`src/rtl/traffic_sensor_cond_pkg.sv`:
```
// -----------------------------------------------------------------------------
// traffic_sensor_cond_pkg
// Shared definitions for the traffic sensor conditioner.
//   lane_state_e : per-lane presence state (idle / present / hold)
//   cnt_w()      : counter width helper that never returns less than 1 bit
// -----------------------------------------------------------------------------
package traffic_sensor_cond_pkg;

   typedef enum logic [1:0] {
      LANE_IDLE    = 2'd0,
      LANE_PRESENT = 2'd1,
      LANE_HOLD    = 2'd2
   } lane_state_e;

   // Bits needed to hold values 0..n-1; a zero-width counter is not legal, so
   // degenerate cases (n <= 1) still get one bit.
   function automatic int cnt_w(input int n);
      return (n <= 1) ? 1 : $clog2(n);
   endfunction

endpackage

```
`src/rtl/traffic_sensor_cond_lane.sv`:
```
// -----------------------------------------------------------------------------
// sensor_lane
// One detector lane: 2-flop synchroniser, tick-based debounce, presence hold
// state machine, and registered presence / rising-edge outputs.
// Ports:
//   clk, reset : system clock, synchronous active-high reset
//   tick       : prescaler strobe that paces debounce and hold counting
//   raw        : asynchronous, bouncy detector input
//   traf       : conditioned presence level (registered)
//   evt        : one-cycle pulse on each 0->1 of traf (registered)
// -----------------------------------------------------------------------------
module sensor_lane
   import traffic_sensor_cond_pkg::*;
#(
   parameter int DEB_TICKS  = 4,
   parameter int HOLD_TICKS = 8
) (
   input  logic clk,
   input  logic reset,
   input  logic tick,
   input  logic raw,
   output logic traf,
   output logic evt
);

   localparam int DCNT_W = cnt_w(DEB_TICKS);
   localparam int HCNT_W = cnt_w(HOLD_TICKS + 1);
   localparam logic [DCNT_W-1:0] DCNT_LAST = DCNT_W'(DEB_TICKS - 1);
   localparam logic [HCNT_W-1:0] HCNT_LOAD = HCNT_W'(HOLD_TICKS);
   localparam logic [HCNT_W-1:0] HCNT_ONE  = HCNT_W'(1);

   logic              r_sync1;
   logic              r_sync2;
   logic              r_deb;
   logic [DCNT_W-1:0] r_dcnt;
   lane_state_e       r_state;
   logic [HCNT_W-1:0] r_hcnt;
   logic              r_traf;
   logic              r_evt;
   logic              w_traf_next;

   // Synchroniser: r_sync2 is the first flop safe to use as logic input.
   always_ff @(posedge clk) begin
      if (reset) begin
         r_sync1 <= 1'b0;
         r_sync2 <= 1'b0;
      end else begin
         r_sync1 <= raw;
         r_sync2 <= r_sync1;
      end
   end

   // Debounce: the synced input must disagree with r_deb on DEB_TICKS
   // consecutive ticks; any agreeing cycle restarts the count.
   always_ff @(posedge clk) begin
      if (reset) begin
         r_deb  <= 1'b0;
         r_dcnt <= '0;
      end else if (r_sync2 == r_deb) begin
         r_dcnt <= '0;
      end else if (tick) begin
         if (r_dcnt == DCNT_LAST) begin
            r_deb  <= r_sync2;
            r_dcnt <= '0;
         end else begin
            r_dcnt <= r_dcnt + DCNT_W'(1);
         end
      end
   end

   // Hold state machine: while present the hold counter is kept loaded, so
   // the hold period always starts full when the debounced input falls.
   always_ff @(posedge clk) begin
      if (reset) begin
         r_state <= LANE_IDLE;
         r_hcnt  <= '0;
      end else begin
         case (r_state)
            LANE_IDLE: begin
               r_hcnt <= '0;
               if (r_deb) begin
                  r_state <= LANE_PRESENT;
                  r_hcnt  <= HCNT_LOAD;
               end
            end
            LANE_PRESENT: begin
               r_hcnt <= HCNT_LOAD;
               if (!r_deb) begin
                  r_state <= (HOLD_TICKS > 0) ? LANE_HOLD : LANE_IDLE;
               end
            end
            LANE_HOLD: begin
               if (r_deb) begin
                  r_state <= LANE_PRESENT;
                  r_hcnt  <= HCNT_LOAD;
               end else if (tick) begin
                  if (r_hcnt <= HCNT_ONE) begin
                     r_hcnt  <= '0;
                     r_state <= LANE_IDLE;
                  end else begin
                     r_hcnt <= r_hcnt - HCNT_ONE;
                  end
               end
            end
            default: begin
               r_state <= LANE_IDLE;
               r_hcnt  <= '0;
            end
         endcase
      end
   end

   // Presence is the debounced level stretched by any remaining hold time.
   assign w_traf_next = r_deb | (r_hcnt != '0);

   always_ff @(posedge clk) begin
      if (reset) begin
         r_traf <= 1'b0;
         r_evt  <= 1'b0;
      end else begin
         r_traf <= w_traf_next;
         r_evt  <= w_traf_next & ~r_traf;
      end
   end

   assign traf = r_traf;
   assign evt  = r_evt;

endmodule

```
`src/rtl/traffic_sensor_cond.sv`:
```
// -----------------------------------------------------------------------------
// traffic_sensor_cond
// Conditions the two raw vehicle detectors into clean presence levels for the
// two-road traffic-light controller.
// Ports:
//   clk, reset     : system clock, synchronous active-high reset
//   raw_a, raw_b   : asynchronous raw detector inputs, roads A and B
//   traf_a, traf_b : conditioned presence levels
//   evt_a, evt_b   : one-cycle pulse on each rising edge of traf_a / traf_b
//   tick           : prescaler strobe (observation only)
// -----------------------------------------------------------------------------
module traffic_sensor_cond
   import traffic_sensor_cond_pkg::*;
#(
   parameter int TICK_DIV   = 1000,
   parameter int DEB_TICKS  = 4,
   parameter int HOLD_TICKS = 8
) (
   input  logic clk,
   input  logic reset,
   input  logic raw_a,
   input  logic raw_b,
   output logic traf_a,
   output logic traf_b,
   output logic evt_a,
   output logic evt_b,
   output logic tick
);

   localparam int PCNT_W = cnt_w(TICK_DIV);
   localparam logic [PCNT_W-1:0] PCNT_LAST = PCNT_W'(TICK_DIV - 1);

   logic [PCNT_W-1:0] r_pcnt;
   logic              w_tick;

   // Prescaler 0..TICK_DIV-1; the strobe is the terminal count.
   assign w_tick = (r_pcnt == PCNT_LAST);

   always_ff @(posedge clk) begin
      if (reset) begin
         r_pcnt <= '0;
      end else if (w_tick) begin
         r_pcnt <= '0;
      end else begin
         r_pcnt <= r_pcnt + PCNT_W'(1);
      end
   end

   assign tick = w_tick;

   sensor_lane #(
      .DEB_TICKS  (DEB_TICKS),
      .HOLD_TICKS (HOLD_TICKS)
   ) u_lane_a (
      .clk   (clk),
      .reset (reset),
      .tick  (w_tick),
      .raw   (raw_a),
      .traf  (traf_a),
      .evt   (evt_a)
   );

   sensor_lane #(
      .DEB_TICKS  (DEB_TICKS),
      .HOLD_TICKS (HOLD_TICKS)
   ) u_lane_b (
      .clk   (clk),
      .reset (reset),
      .tick  (w_tick),
      .raw   (raw_b),
      .traf  (traf_b),
      .evt   (evt_b)
   );

endmodule
```
`config.mk`:
```
export PLATFORM = sky130hd
export DESIGN_NAME = traffic_sensor_cond
export DESIGN_NICKNAME = d
export VERILOG_FILES = /design/src/rtl/traffic_sensor_cond_pkg.sv /design/src/rtl/traffic_sensor_cond_lane.sv /design/src/rtl/traffic_sensor_cond.sv
export SDC_FILE = /design/constraint.sdc
export NUM_CORES = 1
export LEC_CHECK = 0
export ABC_CLOCK_PERIOD_IN_PS = 1900
export CAP_MARGIN = 20
export CORE_MARGIN = 2
export CORE_UTILIZATION = 61
export CTS_BUF_LIST = sky130_fd_sc_hd__clkbuf_2 sky130_fd_sc_hd__clkbuf_4 sky130_fd_sc_hd__clkbuf_8
export CTS_CLUSTER_DIAMETER = 60
export DETAILED_ROUTE_END_ITERATION = 12
export PLACE_DENSITY = 0.79
export RECOVER_POWER = 50
export REMOVE_ABC_BUFFERS = 1
export SYNTH_ARGS = -nofsm -noshare
export SYNTH_HDL_FRONTEND = slang
export SYNTH_SLANG_ARGS = --single-unit
```
`constraint.sdc`:
```
create_clock -name clk -period 1.9 [get_ports clk]
set_input_delay 0.38 -clock clk [delete_from_list [all_inputs] [get_ports clk]]
set_output_delay 0.38 -clock clk [all_outputs]
set_load 0.01 [all_outputs]
```
==> flow_metrics.env, run 1 <==
export IMPL_cellInternalPower_mw=1.01
export IMPL_max_freq_mhz=512
export IMPL_first_pass_iters=4
export IMPL_whs_ns=0.417
export IMPL_hold_depth=1
export IMPL_die_y_um=55.2
export IMPL_clockRootBuffer="clkbuf_4"
export IMPL_layout_setup_ws_ns=-0.0514
export IMPL_die_x_um=55.2
export IMPL_reg2reg_slack_ns=0.06
export IMPL_finalClockSkew_ns=0.00486
export IMPL_yosys_warnings=0
export IMPL_worstPathMaxFanout=2
export IMPL_worstPathArrival_ns=1.57
export IMPL_drive_above_1_share=0.163
export IMPL_post_synth_top_area_cell="dfxtp_1"
export IMPL_p_clk_frac=0.352
export IMPL_synth_edf_count=0
export IMPL_grt_max_degree=19
export IMPL_power_mw=1.29
export IMPL_synth_common_cells="dfxtp_1 (36), nand2_1 (19), a21oi_1 (14)"
export IMPL_pwr_share_seq=0.599
export IMPL_remaining_drc_errors=0
export IMPL_clockBufferDepth=2
export IMPL_syn_to_final_growth_pct=19.1
export IMPL_port_buffers=8
export IMPL_grt_use_total=0.244
export IMPL_dieArea_um2=3050
export IMPL_dpl_hpwl_um=2430
export IMPL_reg2reg_depth=6
export IMPL_grt_pass1_vias=1326
export IMPL_path_clk_slew_ns=0.10
export IMPL_slew_violations=0
export IMPL_n_fill_cell=180
export IMPL_synthAdderAreaFrac=0.0626
export IMPL_gr_total_overflow=0
export IMPL_syn_area_per_cell_um2=8.93
export IMPL_grt_pass1_wl_um=5660
export IMPL_num_vias=1338
export IMPL_ant_nets=0
export IMPL_clock_sinks=36
export IMPL_start_util=0.645
export IMPL_crit_required_ns=1.52
export IMPL_syn_area_um2=1600
export IMPL_yosysSeqAreaShare=0.451
export IMPL_max_slew_margin=0.465
export IMPL_layout_cells_non_filler=238
export IMPL_synthXorXnorAreaFrac=0.0548
export IMPL_synth_top_family_by_area="simple AND/OR/NAND/NOR gates"
export IMPL_tightestPinTransition_ns=0.803
export IMPL_reg2reg_to="u_lane_b.r_hcnt[3]"
export IMPL_power_density_nw_per_um2=679
export IMPL_synth_top_cell_area_share=0.451
export IMPL_wl_per_cell_um=14.5
export IMPL_p_sw_frac=0.217
export IMPL_cts_buffers=5
export IMPL_nets=219
export IMPL_design_core_area_um2=2480
export IMPL_startpoint_type="register"
export IMPL_ys_ff_latch=36
export IMPL_cts_tree="yes"
export IMPL_antenna_cells=0
export IMPL_end_kind="output pin"
export IMPL_reg2reg_from="r_pcnt[0]"
export IMPL_h_tree_depth=2
export IMPL_drv_cap=0
export IMPL_ys_flop_type="dfxtp_1"
export IMPL_rsz0062_at_grt="yes"
export IMPL_yosys_area_share_simple=0.243
export IMPL_async_reset_ff_frac=0
export IMPL_yosysMostFrequentCell="dfxtp_1"
export IMPL_setup_viol=1
export IMPL_hold_viol=0
export IMPL_drt_iter0_drc=40
export IMPL_synth_compound_area_frac=0.134
export IMPL_pwr_share_comb=0.049
export IMPL_routed_wl_um=3440
export IMPL_yosys_top_cells_area="dfxtp_1 (45%), ha_1 (6.3%), nand2_1 (4.5%), a21oi_1 (4.4%), xnor2_1 (3.3%)"
export IMPL_leakage_nw=0.720
export IMPL_ios=9
export IMPL_critical_path_class="register to output pin"
export IMPL_peakVddDrop_v=0.000777
export IMPL_worst_skew_pair_late_latency_ns=0.35
export IMPL_status="finished, violations left"
export IMPL_violations="negative setup slack"
export IMPL_place_inst=226
export IMPL_place_gp_congestion=0.842
export IMPL_rows=18
export IMPL_fin_crit_ns=1.95
export IMPL_via_per_inst=5.62
export IMPL_synthMuxAreaShare=0.0125
export IMPL_min_to="u_lane_b.evt"
export IMPL_post_synth_num_cell_types=36
export IMPL_switching_power_mw=0.280
export IMPL_synthCells=179
export IMPL_period_share=1.03
export IMPL_worstHoldPathType="register to register"
export IMPL_antenna_found_initial=0
export IMPL_hp_start="u_lane_b.traf"
## power by group through the flow
| stage | Combinational [mW] | Clock, mW | Sequential (mW) |
|---|---|---|---|
| floorplan | 0.0183 | 0 | 0.789 |
| global placement | 0.0486 | 0 | 0.787 |
| detailed placement | 0.0514 | 0 | 0.789 |
| CTS | 0.0599 | 0.465 | 0.773 |
| global route | 0.0694 | 0.502 | 0.776 |
| finish | 0.0636 | 0.455 | 0.774 |
## flip-flops by register name, indices dropped and copies added, names as in the netlist
register / flops
u_lane_a.r_dcnt: 2
u_lane_b.traf: 1
u_lane_b.r_dcnt: 2
u_lane_a.r_deb: 1
u_lane_a.r_sync1: 1
u_lane_b.evt: 1
u_lane_b.r_hcnt: 4
u_lane_a.r_hcnt: 4
r_pcnt: 10
u_lane_a.r_sync2: 1
u_lane_a.evt: 1
u_lane_b.r_deb: 1
u_lane_b.r_state: 2
u_lane_b.r_sync1: 1
u_lane_b.r_sync2: 1
u_lane_a.traf: 1
u_lane_a.r_state: 2
## through the flow
stage | util | setup WS (ns) | setup TNS [ns] | cell area, um2
2_1_floorplan | - | 0.0390 | 0 | 1570
3_3_place_gp | 0.725 | -0.118 | -0.118 | 1800
3_5_place_dp | 0.725 | -0.170 | -0.170 | 1800
4_1_cts | 0.769 | -0.0330 | -0.0330 | 1900
5_1_grt | 0.769 | -0.137 | -0.149 | 1900
6_report | 0.769 | -0.0514 | -0.0514 | 1900
## repair_timing
item	CTS	global route
hold buffers	0	0
endpoints found under the setup margin	3	3
buffers inserted	3	1
pin swaps	3	0
resized for setup	10	0
## cell type report
cell class / count / area, um2 / share of cell area
multi-input combinational: 128 / 825 / 0.433
sequential: 36 / 723 / 0.380
timing repair buffer: 27 / 216 / 0.114
clock buffer: 8 / 66.3 / 0.0348
tap: 30 / 37.5 / 0.0197
inverter: 9 / 36.3 / 0.0191
## worst max-delay path by stage
stage,from,endpoint,slack [ns],cells past startpoint
3_3_place_gp,r_pcnt[0],tick,-0.12,5
3_5_place_dp,r_pcnt[0],tick,-0.17,5
5_1_grt,r_pcnt[1],tick,-0.14,5
6_report,r_pcnt[0],tick,-0.05,5
2_1_floorplan,r_pcnt[0],tick,0.04,4
4_1_cts,r_pcnt[1],tick,-0.03,5
## layer usage
layer,GRT usage,vias to the layer above,routed length [um]
met3,0.0913,12,193
met2,0.417,40,1710
met1,0.255,619,1430
li1,-,667,-
met5,0,-,0
met4,0.143,0,102
## cell usage in the layout, fill, tap and decap left out, drive strengths merged, types with 3 or more instances in the layout
cell type,count
or3,4
nor2,11
a21oi,14
dfxtp,36
ha,8
clkbuf,10
inv,9
o21ai,3
xnor2,6
nand2,19
a31oi,3
a311oi,3
clkdlybuf4s50,4
nor3,8
dlygate4sd3,3
nand3,9
xor2,4
buf,18
nor2b,8
nand2b,7
## worst max-delay path, stage by stage, from the launching register on
cell	delay, ns
dfxtp_2	0.37
ha_4	0.14
nand4b_1	0.12
or3b_4	0.43
inv_4	0.07
buf_6	0.09
## cell families after synthesis
logic type | Yosys count
and+or+nand+nor | 75
DFF | 36
AOI/OAI and AO/OA | 33
buffers and inverters | 15
xor gates and xnor gates | 10
adders and majority gates | 8
muxes | 2
Power figures use the tool's default switching activity.
==> run 2, diff against run 1 <==
--- a/config.mk
+++ b/config.mk
@@ -9,7 +9,7 @@
 export CAP_MARGIN = 20
 export CORE_MARGIN = 2
 export CORE_UTILIZATION = 61
-export CTS_BUF_LIST = sky130_fd_sc_hd__clkbuf_2 sky130_fd_sc_hd__clkbuf_4 sky130_fd_sc_hd__clkbuf_8
+export CTS_BUF_LIST = sky130_fd_sc_hd__clkbuf_4 sky130_fd_sc_hd__clkbuf_8
 export CTS_CLUSTER_DIAMETER = 60
 export DETAILED_ROUTE_END_ITERATION = 12
 export PLACE_DENSITY = 0.79
==> results of run 2 <==
The final DEF is identical to that of run 1; final timing and power are the same.
